## config.mk

```make
export PLATFORM = sky130hd
export DESIGN_NAME = hb_monitor
export DESIGN_NICKNAME = d
export VERILOG_FILES = /design/src/rtl/hb_monitor.sv
export SDC_FILE = /design/constraint.sdc
export NUM_CORES = 1
export LEC_CHECK = 0
export CORE_MARGIN = 2
export CORE_UTILIZATION = 40
export CTS_CLUSTER_SIZE = 30
export DETAILED_ROUTE_END_ITERATION = 12
export HOLD_SLACK_MARGIN = 0.12
export MAX_ROUTING_LAYER = met4
export PLACE_DENSITY = 0.71
export SYNTH_ARGS = -nofsm -noshare
export SYNTH_HDL_FRONTEND = slang
export SYNTH_SLANG_ARGS = --single-unit
```

## constraint.sdc

```tcl
create_clock -name clk -period 1.9 [get_ports clk]
set_input_delay 0.19 -clock clk [delete_from_list [all_inputs] [get_ports clk]]
set_output_delay 0.19 -clock clk [all_outputs]
set_load 0.005 [all_outputs]
```

## src/rtl/hb_monitor.sv

```systemverilog
// rtl/hb_monitor.sv - heartbeat watchdog, beat counter and status LED with error-code flasher
// Optional macro HB_MON_STICKY_EN adds stall_clr input and sticky stall_seen output.
module hb_monitor #(
  parameter int TIMEOUT_CYC = 256,
  parameter int BEAT_W      = 16,
  parameter int CODE_W      = 4
) (
  input  logic              clk,
  input  logic              reset_n,
  input  logic              hb_pulse,
  input  logic              err_valid,
  input  logic [CODE_W-1:0] err_code,
  output logic              err_ready,
  output logic              led,
  output logic              hb_stall,
  output logic [BEAT_W-1:0] beat_cnt
`ifdef HB_MON_STICKY_EN
  ,
  input  logic              stall_clr,
  output logic              stall_seen
`endif
);

  localparam int              WD_W   = $clog2(TIMEOUT_CYC);
  localparam logic [WD_W-1:0] WD_MAX = WD_W'(TIMEOUT_CYC - 1);

  typedef enum logic [1:0] {WAIT_FIRST, RUN, CODE, STALL} state_e;

  state_e            state_q;
  logic              s1_q, s2_q, s3_q;
  logic [WD_W-1:0]   wd_q, wd_d;
  logic [BEAT_W-1:0] beat_q;
  logic [CODE_W-1:0] code_q, flash_q;
  logic              gap_q;
  logic              led_q, stall_q;
  logic              rise, timeout, accept;

  assign rise      = s2_q & ~s3_q;
  assign timeout   = (wd_q == WD_MAX) & ~rise;
  assign err_ready = (state_q == RUN) & ~timeout;
  assign accept    = err_valid & err_ready & (err_code != '0);
  assign wd_d      = rise ? '0 : ((wd_q == WD_MAX) ? wd_q : wd_q + WD_W'(1));

  always_ff @(posedge clk or negedge reset_n) begin
    if (!reset_n) begin
      state_q <= WAIT_FIRST;
      s1_q    <= 1'b0;
      s2_q    <= 1'b0;
      s3_q    <= 1'b0;
      wd_q    <= '0;
      beat_q  <= '0;
      code_q  <= '0;
      flash_q <= '0;
      gap_q   <= 1'b0;
      led_q   <= 1'b0;
      stall_q <= 1'b0;
    end else begin
      s1_q <= hb_pulse;
      s2_q <= s1_q;
      s3_q <= s2_q;
      wd_q <= wd_d;
      if (rise) beat_q <= beat_q + BEAT_W'(1);
      case (state_q)
        WAIT_FIRST: begin
          if (rise) begin
            state_q <= RUN;
            led_q   <= s2_q;
          end else if (timeout) begin
            state_q <= STALL;
            led_q   <= 1'b1;
            stall_q <= 1'b1;
          end
        end
        RUN: begin
          if (timeout) begin
            state_q <= STALL;
            led_q   <= 1'b1;
            stall_q <= 1'b1;
          end else if (accept) begin
            state_q <= CODE;
            code_q  <= err_code;
            flash_q <= '0;
            gap_q   <= 1'b0;
            led_q   <= 1'b0;
          end else begin
            led_q <= s2_q;
          end
        end
        CODE: begin
          // Each beat toggles the LED; after the last flash, two dark beats separate the code
          if (timeout) begin
            state_q <= STALL;
            led_q   <= 1'b1;
            stall_q <= 1'b1;
          end else if (rise) begin
            if (led_q) begin
              led_q <= 1'b0;
            end else if (flash_q != code_q) begin
              led_q   <= 1'b1;
              flash_q <= flash_q + CODE_W'(1);
            end else if (gap_q) begin
              state_q <= RUN;
              led_q   <= s2_q;
            end else begin
              gap_q <= 1'b1;
            end
          end
        end
        STALL: begin
          if (rise) begin
            state_q <= RUN;
            stall_q <= 1'b0;
            led_q   <= s2_q;
          end
        end
        default: state_q <= WAIT_FIRST;
      endcase
    end
  end

  assign led      = led_q;
  assign hb_stall = stall_q;
  assign beat_cnt = beat_q;

`ifdef HB_MON_STICKY_EN
  logic seen_q;

  always_ff @(posedge clk or negedge reset_n) begin
    if (!reset_n)                         seen_q <= 1'b0;
    else if (timeout && state_q != STALL) seen_q <= 1'b1;
    else if (stall_clr)                   seen_q <= 1'b0;
  end

  assign stall_seen = seen_q;
`endif

endmodule
```

==> metrics.md, run 1 <==
| Metric | Value |
|---|---|
| Most used cell, CP | buf_4 |
| Fin crit share | 95.9% |
| Clk_lat worst skew | 0.30 ns |
| GRT Util Overall | 17.0% |
| Mapped Area | 2010 sq um |
| Pin count of the biggest net entering global routing | 41 |
| Rows | 25 |
| CTS Sinks | 40 |
| Commonest cells post-synth | dfrtp_1, nand2_1, nor2_1 |
| Yosys reg bits | 40 |
| Overflow after GRT | 0 |
| Met2 Use GR | 26.8% |
| Share of cells above drive strength 1 | 19.3% |
| CP Launch Point | state_q[1] |
| Main area contributors after synthesis | dfrtp_1, xnor2_1, ha_1 |
| Port bufs | 26 |
| Critical Path AT | 2.01 ns |
| Sequential-to-total area share from yosys stat | 49.7% |
| First-pass GRT wire length | 7.13 mm |
| Dominant cell by count in the synthesized netlist | dfrtp_1 |
| Worst EP required | 2.08 ns |
| VDD IR max | 426 uV |
| Syn-to-layout area delta | 33.4% |
| P_sw | 1.08 mW |
| Distinct cells, synth | 43 |
| Syn Nets | 212 |
| Synth top area share | 49.7% |
| Reg-to-reg startpoint | state_q[1] |
| Antenna violations before repair | 0 |
| Net Sw Frac | 33.6% |
| Ys flop type | dfrtp_1 |
| Critical R2R Capture | state_q[1] |
| Post-synth ARST share | 100% |
| Buf+Inv Stages, Crit Path | 3 |
| DR vias/cell | 5.03 |
| DP Worst Slack | -0.0603 ns |
| Syn avg cell area | 10.3 sq um |
| Worst Hold Depth | 1 |
| Setup slack, reg-to-reg | 0.08 ns |
| Flop pwr share | 38.1% |
| Worst setup margin | 0.0777 ns |
| Minimum clock period | 1.82 ns |
| Clock Skew | 0.00589 ns |
| Placed Cells | 311 |
| Net count, final | 269 |
| CP peak stage delay | 0.40 ns |
| CTS H-tree depth | 2 |
| Setup_tns | 0 ns |
| Share of power burned in combinational logic | 40.3% |
| Crit-path cells | buf_4, ha_1, buf_4, inv_1, o2111ai_1, o21ai_1, mux2_1 |
| Crit start category | flop |
| Clk buf depth | 2 |
| Met1 usage | 21.6% |
| TritonCTS clock tree | done |
| Worst-path fanout max | 10 |
| WS Path Type | reg2reg |
| Root Driver | clkbuf_8 |
| WL final | 4.13 mm |
| Die Height | 75.0 um |
| Clk network pwr share | 21.6% |
| GRT busiest layer | met2 |
| TritonRoute pass-1 iters | 4 |
| Final Core Density | 56.2% |
| Hold Crit Start | hb_pulse |
| P_int | 2.14 mW |
| Post-DRT Antenna Nets | 0 |
| RD Place Congestion | 0.863 |
| Antenna cell count | 0 |
| Die Area | 5620 sq um |
| Status | finished clean |
| Worst min path class | in2reg |
| Initial core utilization | 42.1% |
| CTS Buf Count | 5 |
| Synth warn | 0 |
| Die width | 75.0 um |
| Vias | 1616 |
| Hold Fails Final Rpt | 0 |
| Worst slew margin | 66.1% |
| WHS Endpoint | s1_q |
| Hpwl dp | 3.01 mm |
| Iteration-0 DRC Markers | 59 |
| CTS clk-pin slew, worst paths | 0.08 ns |
| Max-cap viol count | 0 |
| Crit path max-delay family | buffers and inverters |
| Core Region | 4790 sq um |
| Fill count | 413 |
| Peak Freq | 549 MHz |
| Worst-margin pin slew | 0.509 ns |
| Non-Filler Instances | 321 |
| GRT met3 Usage | 4.02% |
| Mapped Cells | 196 |
| Slew Viols, Final | 0 |
| Residual DRC | 0 |
| Slowest cell on crit path | dfrtp_1 |
| Number of enable flip-flop cells after synthesis | 0 |
| Number of global-route vias before repair | 1626 |
| Unrepaired setup endpoints after global routing | no |
| Reg2Reg Depth | 7 |
| CP endpoint kind | flop |
| Area leader, netlist | dfrtp_1 |
| Mean routed wirelength per cell | 12.9 um |
| P per Cell Area | 1200 nW/um^2 |
| Pleak | 1.20 nW |
| Final Setup Violations | 0 |
| Worst hold slack | 0.328 ns |
| IO Pins | 27 |
## cell type report
cell class | instances | area, sq um | share of cell area (%)
flip-flops and latches | 40 | 1000 | 37.2
multi-input cells | 145 | 998 | 37.2
repair buffers | 54 | 467 | 17.4
well taps | 67 | 83.8 | 3.12
clock buffers | 5 | 68.8 | 2.56
clock inverters | 3 | 42.5 | 1.58
inverters | 7 | 26.3 | 0.978
## power groups by stage
stage	Sequential, mW	Clock (mW)	Combinational (mW)
after global placement	1.24	0	1.20
after global routing	1.26	0.752	1.45
after floorplan	1.23	0	0.672
final	1.23	0.697	1.30
after CTS	1.23	0.714	1.27
after detailed placement	1.25	0	1.22
## layout by cell type (no fill, tap or decap), types with 2 or more instances in the layout
cell and instances:
a211oi_1 3, nand3_1 7, nand2b_1 2, o21ai_0 6, inv_1 7, nor3_1 7
dfrtp_1 40, clkdlybuf4s50_1 24, nand4_1 4, buf_4 27, clkbuf_8 5, and4_1 2
o22ai_1 2, nor2_1 15, a31oi_1 4, ha_1 7, mux2_2 4, xor2_1 9
xnor2_1 14, o21ai_1 3, a211o_1 2, nand2_1 22, and3_1 5, a21oi_1 4
a2bb2oi_1 2
## worst max path at each step
stage                       endpoint  slack [ns]  cells after the start
after global routing      flash_q[1]        0.02                      7
after detailed placement  flash_q[1]       -0.06                      6
final                     state_q[1]        0.08                      7
after global placement    state_q[1]       -0.02                      6
after floorplan           flash_q[1]        0.11                      8
after CTS                 flash_q[1]        0.01                      7
## cells by family after synthesis
kind of cell / Yosys count / share of synthesized area, %
buffers and inverters: 11 / 2.48
XOR/XNOR: 23 / 10.0
AND/OR/NAND/NOR: 74 / 18.1
AO/OA/AOI/OAI: 35 / 11.9
multiplexers: 5 / 2.79
adder cells (fa/ha/maj): 8 / 4.97
flip-flops: 40 / 49.7
## what timing repair did
item,CTS,global route
hold buffers,1,0
resized for setup,4,4
hold endpoints to repair,40,0
endpoints found under the setup margin,3,3
setup buffers,1,0
pin swaps,1,0
## per-stage QoR
stage	area [sq um]	total power [mW]
2_1_floorplan	2010	1.91
3_3_place_gp	2520	2.44
3_5_place_dp	2520	2.47
4_1_cts	2670	3.21
5_1_grt	2690	3.46
6_report	2690	3.22
## state kept, by name, summed over array words and instances, names as in the netlist
name / count
beat_cnt: 16
code_q: 4
flash_q: 4
gap_q: 1
hb_stall: 1
led: 1
s1_q: 1
s2_q: 1
s3_q: 1
state_q: 2
wd_q: 8
## metal layers
layer  part of all wire [%]  up-vias  wire length, um
met5                      0        -                0
met4                    1.4        0               59
met3                    2.8        7              114
met2                     47       20             1940
met1                     49      782             2020
li1                       -      807                -
No activity file was read; power rests on OpenSTA's default activity.
==> run 2: changes to the inputs <==
--- a/config.mk
+++ b/config.mk
@@ -5,13 +5,14 @@
 export SDC_FILE = /design/constraint.sdc
 export NUM_CORES = 1
 export LEC_CHECK = 0
+export ABC_AREA = 1
 export CORE_MARGIN = 2
 export CORE_UTILIZATION = 40
 export CTS_CLUSTER_SIZE = 30
 export DETAILED_ROUTE_END_ITERATION = 12
 export HOLD_SLACK_MARGIN = 0.12
 export MAX_ROUTING_LAYER = met4
-export PLACE_DENSITY = 0.71
+export PLACE_DENSITY = 0.7
 export SYNTH_ARGS = -nofsm -noshare
 export SYNTH_HDL_FRONTEND = slang
 export SYNTH_SLANG_ARGS = --single-unit
==> constraint.sdc (replaced) <==
create_clock -name clk -period 1.9 [get_ports clk]
set_input_delay 0.38 -clock clk [delete_from_list [all_inputs] [get_ports clk]]
set_output_delay 0.38 -clock clk [all_outputs]
set_load 0.005 [all_outputs]
==> run 2 against run 1 <==
Net effect: synthesized area grew 11%; count of clock-buffer cells in the layout did not move; clock power up 5.3%; worst setup slack better by 0.036 ns; core utilization fell by 4.9 points; die area increased by 10%; final area is 3.8% higher; clock skew increased by 0.0059 ns; sequential share of layout area is 1.4 points lower; largest cell class is now multi-input gates; largest power group unchanged.
==> metrics.md, run 2 <==
| Metric | Value |
|---|---|
| Clk_lat worst skew | 0.30 ns (about the same) |
| Net count, final | 328 (was 269) |
| Status | finished clean (unchanged) |
| P per Cell Area | 1160 nW/um^2 (was 1200 nW/um^2) |
| CTS Sinks | 40 (unchanged) |
| Mean routed wirelength per cell | 11.7 um (was 12.9 um) |
| Clock Skew | 0.0118 ns (was 0.00589 ns) |
| VDD IR max | 479 uV (was 426 uV) |
| Reg2Reg Depth | 12 (was 7) |
| Port bufs | 26 (unchanged) |
| Synth top area share | 44.8% (was 49.7%) |
| Unrepaired setup endpoints after global routing | no (unchanged) |
| WS Path Type | reg2out (was reg2reg) |
| Worst min path class | in2async (was in2reg) |
| Sequential-to-total area share from yosys stat | 44.8% (was 49.7%) |
| CTS clk-pin slew, worst paths | 0.09 ns (was 0.08 ns) |
| Initial core utilization | 41.1% (was 42.1%) |
| Peak Freq | 560 MHz (was 549 MHz) |
| IO Pins | 27 (unchanged) |
| Crit-path cells | ha_2, nand2_2, nor2_4, nand3_4, nand2_2, inv_1, clkdlybuf4s15_1 (was buf_4, ha_1, buf_4, inv_1, o2111ai_1, o21ai_1, mux2_1) |
| Dominant cell by count in the synthesized netlist | nand2_1 (was dfrtp_1) |
| Ys flop type | dfrtp_1 (unchanged) |
| Root Driver | clkbuf_8 (unchanged) |
| Residual DRC | 0 (unchanged) |
| Crit start category | flop (unchanged) |
| Post-DRT Antenna Nets | 0 (unchanged) |
| Setup_tns | 0 ns (unchanged) |
| Worst EP required | 1.52 ns (was 2.08 ns) |
| Max-cap viol count | 0 (unchanged) |
| Worst slew margin | 65.9% (was 66.1%) |
| Mapped Area | 2240 sq um (was 2010 sq um) |
| First-pass GRT wire length | 7.80 mm (was 7.13 mm) |
| Fill count | 523 (was 413) |
| Final Core Density | 51.3% (was 56.2%) |
| Slew Viols, Final | 0 (unchanged) |
| CP endpoint kind | output pin (was flop) |
| WL final | 4.51 mm (was 4.13 mm) |
| Number of global-route vias before repair | 1788 (was 1626) |
| Rows | 27 (was 25) |
| GRT Util Overall | 16.3% (was 17.0%) |
| Syn avg cell area | 8.31 sq um (was 10.3 sq um) |
| Critical Path AT | 1.41 ns (was 2.01 ns) |
| Most used cell, CP | nand2_2 (was buf_4) |
| TritonCTS clock tree | done (unchanged) |
| Most frequent cells in the layout | nand2_1, dfrtp_1, inv_1 (was dfrtp_1, buf_4, clkdlybuf4s50_1) |
| Share of cells above drive strength 1 | 14.7% (was 19.3%) |
| Fin crit share | 94.0% (was 95.9%) |
| Hold Fails Final Rpt | 0 (unchanged) |
| Distinct cells, synth | 33 (was 43) |
| Die Height | 78.8 um (was 75.0 um) |
| Synth warn | 0 (unchanged) |
| Number of enable flip-flop cells after synthesis | 0 (unchanged) |
| Mapped Cells | 269 (was 196) |
| Syn-to-layout area delta | 24.7% (was 33.4%) |
| Yosys reg bits | 40 (unchanged) |
| Buf+Inv Stages, Crit Path | 2 (was 3) |
| CP peak stage delay | 0.37 ns (was 0.40 ns) |
| Worst-margin pin slew | 0.512 ns (was 0.509 ns) |
| RD Place Congestion | 0.841 (was 0.863) |
| Core Region | 5440 sq um (was 4790 sq um) |
| Antenna cell count | 0 (unchanged) |
| Reg-to-reg startpoint | wd_q[1] (was state_q[1]) |
| Worst-path fanout max | 2 (was 10) |
| CTS H-tree depth | 2 (unchanged) |
| Antenna violations before repair | 0 (unchanged) |
| Minimum clock period | 1.79 ns (was 1.82 ns) |
| Critical R2R Capture | state_q[0] (was state_q[1]) |
| Die width | 78.8 um (was 75.0 um) |
| Final Setup Violations | 0 (unchanged) |
| Clk buf depth | 2 (unchanged) |
| TritonRoute pass-1 iters | 4 (unchanged) |
| Setup slack, reg-to-reg | 0.22 ns (was 0.08 ns) |
| CTS Buf Count | 5 (unchanged) |
| Pin count of the biggest net entering global routing | 41 (unchanged) |
| Hpwl dp | 3.28 mm (was 3.01 mm) |
| Most common cell after layout, fill and taps aside | nand2_1 (was dfrtp_1) |
| Syn Nets | 285 (was 212) |
| DR vias/cell | 4.84 (was 5.03) |
| Iteration-0 DRC Markers | 131 (was 59) |
| Overflow after GRT | 0 (unchanged) |
| Main area contributors after synthesis | dfrtp_1, nand2_1, inv_1 (was dfrtp_1, xnor2_1, ha_1) |
| Pleak | 1.35 nW (was 1.20 nW) |
| Area leader, netlist | dfrtp_1 (unchanged) |
| Commonest cells post-synth | nand2_1, dfrtp_1, inv_1 (was dfrtp_1, nand2_1, nor2_1) |
| Die Area | 6200 sq um (was 5620 sq um) |
| Max reg flops | 16 (unchanged) |
| Vias | 1863 (was 1616) |
| Slowest cell on crit path | dfrtp_1 (unchanged) |
| Crit path max-delay family | flip-flops (was buffers and inverters) |
| Post-synth ARST share | 100% (unchanged) |
-- run 2: cell types whose count changed in the layout (fill, tap and decap cells not counted), moves of 6 or more --
cell,delta
inv_1,+26
xnor2_1,-10
nand3_1,+14
buf_4,-14
nand2_2,+6
nor2_1,+9
a21oi_1,+6
nand2_1,+43
-- run 2: worst register-to-register path, delay by kind of cell, from the launching register on --
| family | cells | cell delay (ns) |
|---|---|---|
| buf+inv | 3 | 0.29 |
| compound gates | 1 | 0.06 |
| flops | 1 | 0.37 |
| simple gates | 7 | 0.68 |
| fa+ha+maj | 1 | 0.20 |
-- run 2: area by class of cell --
class / instances / area (sq um) / share of cell area, %
multi-input cells: 191 / 1100 / 39.4
flip-flops and latches: 40 / 1000 / 35.9
clock buffers: 5 / 68.8 / 2.47
clock inverters: 3 / 46.3 / 1.66
repair buffers: 39 / 353 / 12.7
inverters: 35 / 131 / 4.71
well taps: 72 / 90.1 / 3.23
-- run 2: where the power goes --
part	internal [mW]	leakage, nW	switching (mW)
clock network	0.396	0.0548	0.338
logic	0.581	0.782	0.703
registers	1.04	0.518	0.183
-- run 2: worst max path at each step --
stage | to | startpoint | slack [ns] | cells past startpoint
final | err_ready | wd_q[1] | 0.11 | 7
after global routing | err_ready | wd_q[1] | 0.02 | 7
after CTS | err_ready | wd_q[1] | 0.03 | 7
after detailed placement | flash_q[2] | err_code[3] | 0.05 | 8
after global placement | flash_q[0] | err_code[3] | 0.08 | 8
after floorplan | flash_q[0] | wd_q[0] | 0.39 | 9
-- run 2: logic make-up after synthesis --
logic type | share of synthesized area [%]
simple gates | 30.7
fa+ha+maj | 4.48
mux | 0.504
xor+xnor | 6.27
compound gates | 6.88
flops | 44.8
buf+inv | 6.44
-- run 2: timing repair --
item	4_1_cts	5_1_grt
setup buffers	3	3
pin swaps	2	2
endpoints found under the setup margin	1	1
hold buffers	0	0
resized for setup	3	2
-- run 2: metrics by stage --
step	cell area, sq um	instances	hold slack (ns)	setup WS, ns	power, mW
2_1_floorplan	2240	269	0.0844	0.386	2.05
3_3_place_gp	2620	371	0.354	0.0808	2.43
3_5_place_dp	2620	371	0.353	0.0464	2.48
4_1_cts	2760	382	0.139	0.0289	3.23
5_1_grt	2790	385	0.152	0.0156	3.50
6_report	2790	385	0.119	0.114	3.24
-- run 2: layer usage --
layer	up-vias	share of wire, %	track usage, %
met3	8	4.3	3.86
met1	871	47	20.4
li1	945	-	-
met2	39	47	26.1
met5	-	0	-
met4	0	1.9	5.79
